### config.mk
export PLATFORM = sky130hd
export DESIGN_NAME = neuron_sequencer_flat
export DESIGN_NICKNAME = d
export VERILOG_FILES = /design/src/rtl/neuron_sequencer_pkg.sv /design/src/rtl/neuron_sequencer_if.sv /design/src/rtl/neuron_sequencer_mac_unit.sv /design/src/rtl/neuron_sequencer_predict.sv /design/src/rtl/neuron_sequencer.sv /design/src/flat_wrapper.sv
export SDC_FILE = /design/constraint.sdc
export NUM_CORES = 1
export LEC_CHECK = 0
export CAP_MARGIN = 5
export CELL_PAD_IN_SITES_DETAIL_PLACEMENT = 0
export CELL_PAD_IN_SITES_GLOBAL_PLACEMENT = 1
export CORE_ASPECT_RATIO = 1.4
export CORE_MARGIN = 1.5
export CORE_UTILIZATION = 43
export CTS_CLUSTER_SIZE = 8
export DETAILED_ROUTE_END_ITERATION = 6
export PLACE_DENSITY_LB_ADDON = 0.1
export REMOVE_ABC_BUFFERS = 1
export SLEW_MARGIN = 20
export SYNTH_ARGS = -nofsm -noshare
export SYNTH_HDL_FRONTEND = slang
export SYNTH_SLANG_ARGS = --single-unit
export TNS_END_PERCENT = 50
### constraint.sdc
create_clock -name clk -period 8.2 [get_ports clk]
set_clock_uncertainty 0.15 [all_clocks]
set_input_delay 0.82 -clock clk [delete_from_list [all_inputs] [get_ports clk]]
set_output_delay 0.82 -clock clk [all_outputs]
set_load 0.005 [all_outputs]
### src/rtl/neuron_sequencer_pkg.sv
// Shared types for the neuron sequencer: the sfp fixed-point format (Q4.12),
// the saturation helper, the activation select codes and the sequencer states.
package neuron_sequencer_pkg;

    localparam int SFP_W    = 16;
    localparam int SFP_FRAC = 12;

    typedef logic signed [SFP_W-1:0] sfp;

    localparam sfp SFP_ONE  = sfp'(1 << SFP_FRAC);
    localparam sfp SFP_HALF = sfp'(1 << (SFP_FRAC - 1));
    localparam sfp SFP_MAX  = sfp'((1 << (SFP_W - 1)) - 1);
    localparam sfp SFP_MIN  = sfp'(-(1 << (SFP_W - 1)));

    // Width of the value handed to sat_to_sfp; any accumulator up to this
    // width is sign-extended into it by the caller.
    localparam int SAT_IN_W = 64;

    typedef struct packed {
        sfp   val;
        logic clip;
    } sat_t;

    // Code 2'd3 is deliberately unassigned; Predict maps it to zero.
    typedef enum logic [1:0] {
        ACT_RELU    = 2'd0,
        ACT_STEP    = 2'd1,
        ACT_SIGMOID = 2'd2
    } act_func;

    typedef enum logic [1:0] {
        IDLE     = 2'd0,
        ACCUM    = 2'd1,
        ACTIVATE = 2'd2,
        OUTPUT   = 2'd3
    } seq_state_e;

    // Clip a wide signed value into the sfp range and report whether it clipped.
    function automatic sat_t sat_to_sfp(input logic signed [SAT_IN_W-1:0] v);
        sat_t r;
        r.clip = 1'b1;
        if (v > SAT_IN_W'(SFP_MAX)) begin
            r.val = SFP_MAX;
        end else if (v < SAT_IN_W'(SFP_MIN)) begin
            r.val = SFP_MIN;
        end else begin
            r.val  = v[SFP_W-1:0];
            r.clip = 1'b0;
        end
        return r;
    endfunction

endpackage

### src/rtl/neuron_sequencer_if.sv
// Control, input-pair stream and result stream of one neuron sequencer.
// master = layer controller / producer side, slave = the sequencer.
interface neuron_sequencer_if
    import neuron_sequencer_pkg::*;
#(
    parameter int MAX_INPUTS = 64
);
    localparam int NW = $clog2(MAX_INPUTS + 1);

    logic          start;
    act_func       activation;
    logic [NW-1:0] n_inputs;
    sfp            bias;
    logic          busy;

    logic          in_valid;
    logic          in_ready;
    sfp            in_x;
    sfp            in_w;

    logic          out_valid;
    logic          out_ready;
    sfp            out_pred;
    sfp            out_sum;
    logic          out_sat;

    modport master (
        output start, activation, n_inputs, bias, in_valid, in_x, in_w, out_ready,
        input  busy, in_ready, out_valid, out_pred, out_sum, out_sat
    );

    modport slave (
        input  start, activation, n_inputs, bias, in_valid, in_x, in_w, out_ready,
        output busy, in_ready, out_valid, out_pred, out_sum, out_sat
    );

endinterface

### src/rtl/neuron_sequencer_mac_unit.sv
// Single multiply-accumulate: full-width signed product, arithmetic shift back
// to sfp scale (floor), accumulate into a guarded accumulator; load seeds bias.
module mac_unit
    import neuron_sequencer_pkg::*;
#(
    parameter int ACC_W = SFP_W + 8
) (
    input  logic                    clk,
    input  logic                    rst,
    input  logic                    load,
    input  sfp                      load_val,
    input  logic                    en,
    input  sfp                      x,
    input  sfp                      w,
    output logic signed [ACC_W-1:0] acc
);
    localparam int PROD_W = 2 * SFP_W;

    logic signed [PROD_W-1:0] prod;
    logic signed [PROD_W-1:0] prod_sh;
    logic signed [ACC_W-1:0]  acc_d;
    logic signed [ACC_W-1:0]  acc_q;

    // Product, rescale and next accumulator value; load wins over accumulate.
    always_comb begin
        prod    = PROD_W'(x) * PROD_W'(w);
        prod_sh = prod >>> SFP_FRAC;
        acc_d   = acc_q;
        if (load) begin
            acc_d = ACC_W'(load_val);
        end else if (en) begin
            acc_d = acc_q + ACC_W'(prod_sh);
        end
    end

    // Accumulator register; wrap inside the guard bits is not detected.
    always_ff @(posedge clk) begin
        if (rst) begin
            acc_q <= '0;
        end else begin
            acc_q <= acc_d;
        end
    end

    assign acc = acc_q;

endmodule

### src/rtl/neuron_sequencer_predict.sv
// Combinational activation stage: ReLU, unit step, and a hard sigmoid
// (x/4 + 0.5 clamped to [0, 1]); unassigned codes produce zero.
module predict
    import neuron_sequencer_pkg::*;
(
    input  act_func func,
    input  sfp      x,
    output sfp      y
);
    sfp hard_sig;

    // Select the activation; x/4 + 0.5 cannot overflow sfp for any sfp x.
    always_comb begin
        hard_sig = (x >>> 2) + SFP_HALF;
        y        = '0;
        case (func)
            ACT_RELU:    y = x[SFP_W-1] ? '0 : x;
            ACT_STEP:    y = x[SFP_W-1] ? '0 : SFP_ONE;
            ACT_SIGMOID: begin
                if (hard_sig[SFP_W-1]) begin
                    y = '0;
                end else if (hard_sig > SFP_ONE) begin
                    y = SFP_ONE;
                end else begin
                    y = hard_sig;
                end
            end
            default:     y = '0;
        endcase
    end

endmodule

### src/rtl/neuron_sequencer.sv
// Sequences one neuron evaluation: latches the job on start, streams n pairs
// through the MAC, saturates acc+bias, activates, and holds the registered
// result on a valid/ready output until it is taken.
module neuron_sequencer
    import neuron_sequencer_pkg::*;
#(
    parameter int MAX_INPUTS = 64,
    parameter int ACC_GUARD  = 8
) (
    input  logic                clk,
    input  logic                rst,
    neuron_sequencer_if.slave   bus
);
    localparam int            NW    = $clog2(MAX_INPUTS + 1);
    localparam int            ACC_W = SFP_W + ACC_GUARD;
    localparam logic [NW-1:0] N_MAX = NW'(MAX_INPUTS);

    seq_state_e              state_d, state_q;
    logic [NW-1:0]           count_d, count_q;
    logic [NW-1:0]           n_d, n_q;
    logic [NW-1:0]           n_clamped;
    act_func                 act_d, act_q;
    sfp                      out_pred_d, out_pred_q;
    sfp                      out_sum_d, out_sum_q;
    logic                    out_sat_d, out_sat_q;
    logic                    beat;
    logic                    mac_load;
    logic signed [ACC_W-1:0] acc;
    sat_t                    sum_sat;
    sfp                      pred;

    assign beat      = bus.in_valid && (state_q == ACCUM);
    assign n_clamped = (bus.n_inputs > N_MAX) ? N_MAX : bus.n_inputs;
    assign sum_sat   = sat_to_sfp(SAT_IN_W'(acc));

    mac_unit #(.ACC_W(ACC_W)) u_mac (
        .clk      (clk),
        .rst      (rst),
        .load     (mac_load),
        .load_val (bus.bias),
        .en       (beat),
        .x        (bus.in_x),
        .w        (bus.in_w),
        .acc      (acc)
    );

    predict u_predict (
        .func (act_q),
        .x    (sum_sat.val),
        .y    (pred)
    );

    // Next-state and datapath register updates; start is only looked at in IDLE.
    always_comb begin
        state_d    = state_q;
        count_d    = count_q;
        n_d        = n_q;
        act_d      = act_q;
        out_pred_d = out_pred_q;
        out_sum_d  = out_sum_q;
        out_sat_d  = out_sat_q;
        mac_load   = 1'b0;
        case (state_q)
            IDLE: begin
                if (bus.start) begin
                    mac_load = 1'b1;
                    count_d  = '0;
                    n_d      = n_clamped;
                    act_d    = bus.activation;
                    state_d  = (n_clamped == '0) ? ACTIVATE : ACCUM;
                end
            end
            ACCUM: begin
                if (beat) begin
                    count_d = count_q + NW'(1);
                    if (count_d == n_q) begin
                        state_d = ACTIVATE;
                    end
                end
            end
            ACTIVATE: begin
                out_pred_d = pred;
                out_sum_d  = sum_sat.val;
                out_sat_d  = sum_sat.clip;
                state_d    = OUTPUT;
            end
            OUTPUT: begin
                if (bus.out_ready) begin
                    state_d = IDLE;
                end
            end
            default: state_d = IDLE;
        endcase
    end

    // State and result registers; reset abandons any job in flight.
    always_ff @(posedge clk) begin
        if (rst) begin
            state_q    <= IDLE;
            count_q    <= '0;
            n_q        <= '0;
            act_q      <= ACT_RELU;
            out_pred_q <= '0;
            out_sum_q  <= '0;
            out_sat_q  <= 1'b0;
        end else begin
            state_q    <= state_d;
            count_q    <= count_d;
            n_q        <= n_d;
            act_q      <= act_d;
            out_pred_q <= out_pred_d;
            out_sum_q  <= out_sum_d;
            out_sat_q  <= out_sat_d;
        end
    end

    assign bus.busy      = (state_q != IDLE);
    assign bus.in_ready  = (state_q == ACCUM);
    assign bus.out_valid = (state_q == OUTPUT);
    assign bus.out_pred  = out_pred_q;
    assign bus.out_sum   = out_sum_q;
    assign bus.out_sat   = out_sat_q;

endmodule

### src/flat_wrapper.sv
// flat-port wrapper written by rule: the top's interface ports become plain ports
module neuron_sequencer_flat import neuron_sequencer_pkg::*;
#(
    parameter int MAX_INPUTS = 64,
    parameter int ACC_GUARD  = 8
)
  (clk, rst, bus_start, bus_activation, bus_n_inputs, bus_bias, bus_in_valid, bus_in_x, bus_in_w, bus_out_ready, bus_busy, bus_in_ready, bus_out_valid, bus_out_pred, bus_out_sum, bus_out_sat);
  neuron_sequencer_if #(.MAX_INPUTS(MAX_INPUTS)) bus_i ();
  input  logic clk;
  input  logic rst;
  input wire logic [$bits(bus_i.start)-1:0] bus_start;
  input wire logic [$bits(bus_i.activation)-1:0] bus_activation;
  input wire logic [$bits(bus_i.n_inputs)-1:0] bus_n_inputs;
  input wire logic [$bits(bus_i.bias)-1:0] bus_bias;
  input wire logic [$bits(bus_i.in_valid)-1:0] bus_in_valid;
  input wire logic [$bits(bus_i.in_x)-1:0] bus_in_x;
  input wire logic [$bits(bus_i.in_w)-1:0] bus_in_w;
  input wire logic [$bits(bus_i.out_ready)-1:0] bus_out_ready;
  output wire logic [$bits(bus_i.busy)-1:0] bus_busy;
  output wire logic [$bits(bus_i.in_ready)-1:0] bus_in_ready;
  output wire logic [$bits(bus_i.out_valid)-1:0] bus_out_valid;
  output wire logic [$bits(bus_i.out_pred)-1:0] bus_out_pred;
  output wire logic [$bits(bus_i.out_sum)-1:0] bus_out_sum;
  output wire logic [$bits(bus_i.out_sat)-1:0] bus_out_sat;
  assign bus_i.start = bus_start;
  assign bus_i.activation = bus_activation;
  assign bus_i.n_inputs = bus_n_inputs;
  assign bus_i.bias = bus_bias;
  assign bus_i.in_valid = bus_in_valid;
  assign bus_i.in_x = bus_in_x;
  assign bus_i.in_w = bus_in_w;
  assign bus_i.out_ready = bus_out_ready;
  assign bus_busy = bus_i.busy;
  assign bus_in_ready = bus_i.in_ready;
  assign bus_out_valid = bus_i.out_valid;
  assign bus_out_pred = bus_i.out_pred;
  assign bus_out_sum = bus_i.out_sum;
  assign bus_out_sat = bus_i.out_sat;
  neuron_sequencer #(.MAX_INPUTS(MAX_INPUTS), .ACC_GUARD(ACC_GUARD)) u_core (.clk(clk), .rst(rst), .bus(bus_i));
endmodule
==> metrics.csv <==
metric,value,unit
syn2layout_area_growth,28.0,%
fin_crit_sh,0.969,
drt-total-wl,36100,um
yosysWarningCount,0,
worst_hold_path_type,register to register,
quantity_of_hold_fixing_buffers_added_after_cts,0,
outcome,"complete, no violations",
grt_max_degree,68,
final_cell_mix,"inv_1 (299), fa_1 (248), buf_4 (188)",
port_buffers,96,
drv_slew,0,
synthCells,1595,
max_buffers_root_to_sink,2,
finish.utilization,0.562,
grt_pass1_wl,61900,um
layout.nets,2293,
ctsRootBufferMaster,clkbuf_16,
crit_path_start_kind,input port,
num_io_pins,98,
grt_antenna_before_repair,0,
yosys_register_bits,74,
primary_flip_flop_cell_chosen_by_synthesis_mapping,dfxtp_1,
critical_path_buf_inv_count,4,
tightestPinTransition,0.833,ns
groute.usage.overall,0.227,
coreArea,31700,um^2
critical_path_required,8.23,ns
cpMaxStageDelayCell,fa_1,
initial_utilization,0.439,
cp_slowest_stage_delay,0.62,ns
routed_via_density,5.00,
drt-pass1-iter-count,5,
drc,0,
clock-sinks,74,
cts_buffers,9,
die_ht,216,um
synth_area_per_cell,8.73,um^2
dp_worst_setup_slack,-0.783,ns
final_hold_viol_count,0,
finalSetupViolCount,0,
crit_fanout,8,
crit_top_cell,fa_1,
layout_commonest_cell,inv_1,
synth.yosys.seq_area_share,0.106,
dpl.hpwl,29700,um
routabilityCongestion,0.836,
final_critical_path_setup_slack,0.253,ns
final_worst_path_period_need,7.95,ns
cts_max_level,3,
wl_per_cell,16.0,um
share_of_async_settable_or_async_resettable_flops_after_synthesis,0,
slew_headroom,0.445,
worst-setup-path-type,input port to register,
critPathCaptureType,register,
tritoncts,yes,
clk-insertion-delay-late,0.34,ns
die_area,33500,um^2
global_route.overflow_total,0,
routed-via-count,11300,
n_antenna_cell,0,
grt_pass1_vias,12500,
cp_top_family,adder cells,
clk_pin_slew_worst_paths,0.06,ns
count_of_nets_left_with_antenna_violations_after_detail_routing,0,
synthDistinctLibCells,62,
std_cell_rows,77,
cp_data_arrival_time,7.97,ns
maxCapViolCount,0,
drt_iter0_drc,330,
maxClockFrequency,126,MHz
die_width,155,um
layout-drive-gt1-share,0.189,
synth_enable_flop_cells,0,
post_synth_instance_area,13900,um^2
## synth_stat cells, types with 4 or more instances
cell	instances	area (um^2)
xor2_1	19	166
a311oi_1	8	70.1
clkbuf_1	54	203
a31oi_1	5	31.3
nand2b_1	25	156
o21ai_1	16	80.1
nand3b_1	9	67.6
fa_1	262	5250
a21oi_1	81	405
nand3_1	13	65.1
a21o_1	18	135
nor2b_1	13	81.3
nor2_1	79	297
nor3_1	15	75.1
a221o_1	11	110
inv_1	307	1150
and2_1	122	763
dfxtp_1	74	1480
or2_2	4	25.0
nand2_1	182	683
nor4_1	7	43.8
o21a_1	9	67.6
nand4_1	9	56.3
or3_1	4	25.0
a211oi_1	6	45.0
o21ai_0	32	160
xnor2_1	39	342
ha_1	108	1350
o211ai_1	15	113
## worst reg2reg max path: stages (launching register included)
cell and delay, ns:
dfxtp_1 0.34, nor4_1 0.40, a21oi_1 0.12, buf_4 0.21
o21a_1 0.26, ha_1 0.25, xnor2_1 0.13, nand2_1 0.07
nor2_1 0.04, buf_4 0.18, o21a_1 0.31, a221o_1 0.30
a21oi_1 0.15, nor2_1 0.05
## state kept, by name, summed over array words and instances, names as in the netlist
name                 flops
u_core.act_q             2
u_core.bus.out_pred     15
u_core.bus.out_sat       1
u_core.state_q           2
u_core.n_q               7
u_core.bus.out_sum      16
u_core.count_q           7
u_core.u_mac.acc        24
## path summary, 6_finish.rpt
| check | end | start | slack, ns | depth (start not counted) |
|---|---|---|---|---|
| worst max-delay path | u_core.u_mac.acc[23] | bus_in_x[9] | 0.25 | 31 |
| worst min-delay path | u_core.n_q[0] | u_core.n_q[0] | 0.32 | 2 |
| worst min register to register | u_core.n_q[0] | u_core.n_q[0] | 0.32 | 2 |
| worst max register to register | u_core.bus.out_pred[5] | u_core.u_mac.acc[19] | 5.09 | 13 |
## routing by layer
| layer | GRT usage | up-vias | share of wire |
|---|---|---|---|
| li1 | - | 5489 | - |
| met1 | 0.286 | 5583 | 0.42 |
| met2 | 0.414 | 201 | 0.53 |
| met3 | 0.0225 | 37 | 0.029 |
| met4 | 0.0548 | 0 | 0.020 |
| met5 | 0 | - | 0 |
## through the flow
| stage | cells | TNS [ns] | hold slack, ns | instance area, um^2 |
|---|---|---|---|---|
| after floorplan | 1532 | 0 | 0.287 | 13700 |
| after global placement | 2216 | -7.35 | 0.305 | 16700 |
| after detailed placement | 2216 | -8.05 | 0.307 | 16700 |
| after CTS | 2233 | 0 | 0.315 | 17100 |
| after global routing | 2261 | -0.0762 | 0.340 | 17800 |
| final | 2261 | 0 | 0.316 | 17800 |
## cell families (layout without fill, tap and decap cells)
logic type      after synthesis  count (layout)  synth area share
simple gates                495             495             0.176
compound gates              223             223             0.103
fa+ha+maj                   370             370             0.474
buf+inv                     371             642             0.103
xor+xnor                     58              58            0.0365
mux                           3               3           0.00216
flops                        74              74             0.106
other cells                   1               1          0.000269
## timing repair
item,in CTS,in global routing
buffers inserted,1,25
pin swaps,16,94
setup endpoints to repair,12,14
resized for setup,33,164
gates cloned,0,3
## final cells by class
| type | instances | area (um^2) |
|---|---|---|
| clock buffer | 9 | 225 |
| clock inverter | 7 | 93.8 |
| fill | 2960 | 13900 |
| inverter | 308 | 1160 |
| multi-input combinational | 1150 | 11500 |
| sequential | 74 | 1480 |
| tap | 395 | 494 |
| timing repair buffer | 318 | 2880 |
Power of run 1 is left out: the tool's default activity adds up to more than one toggle a clock period on the data nets, which glitch-free logic cannot reach.
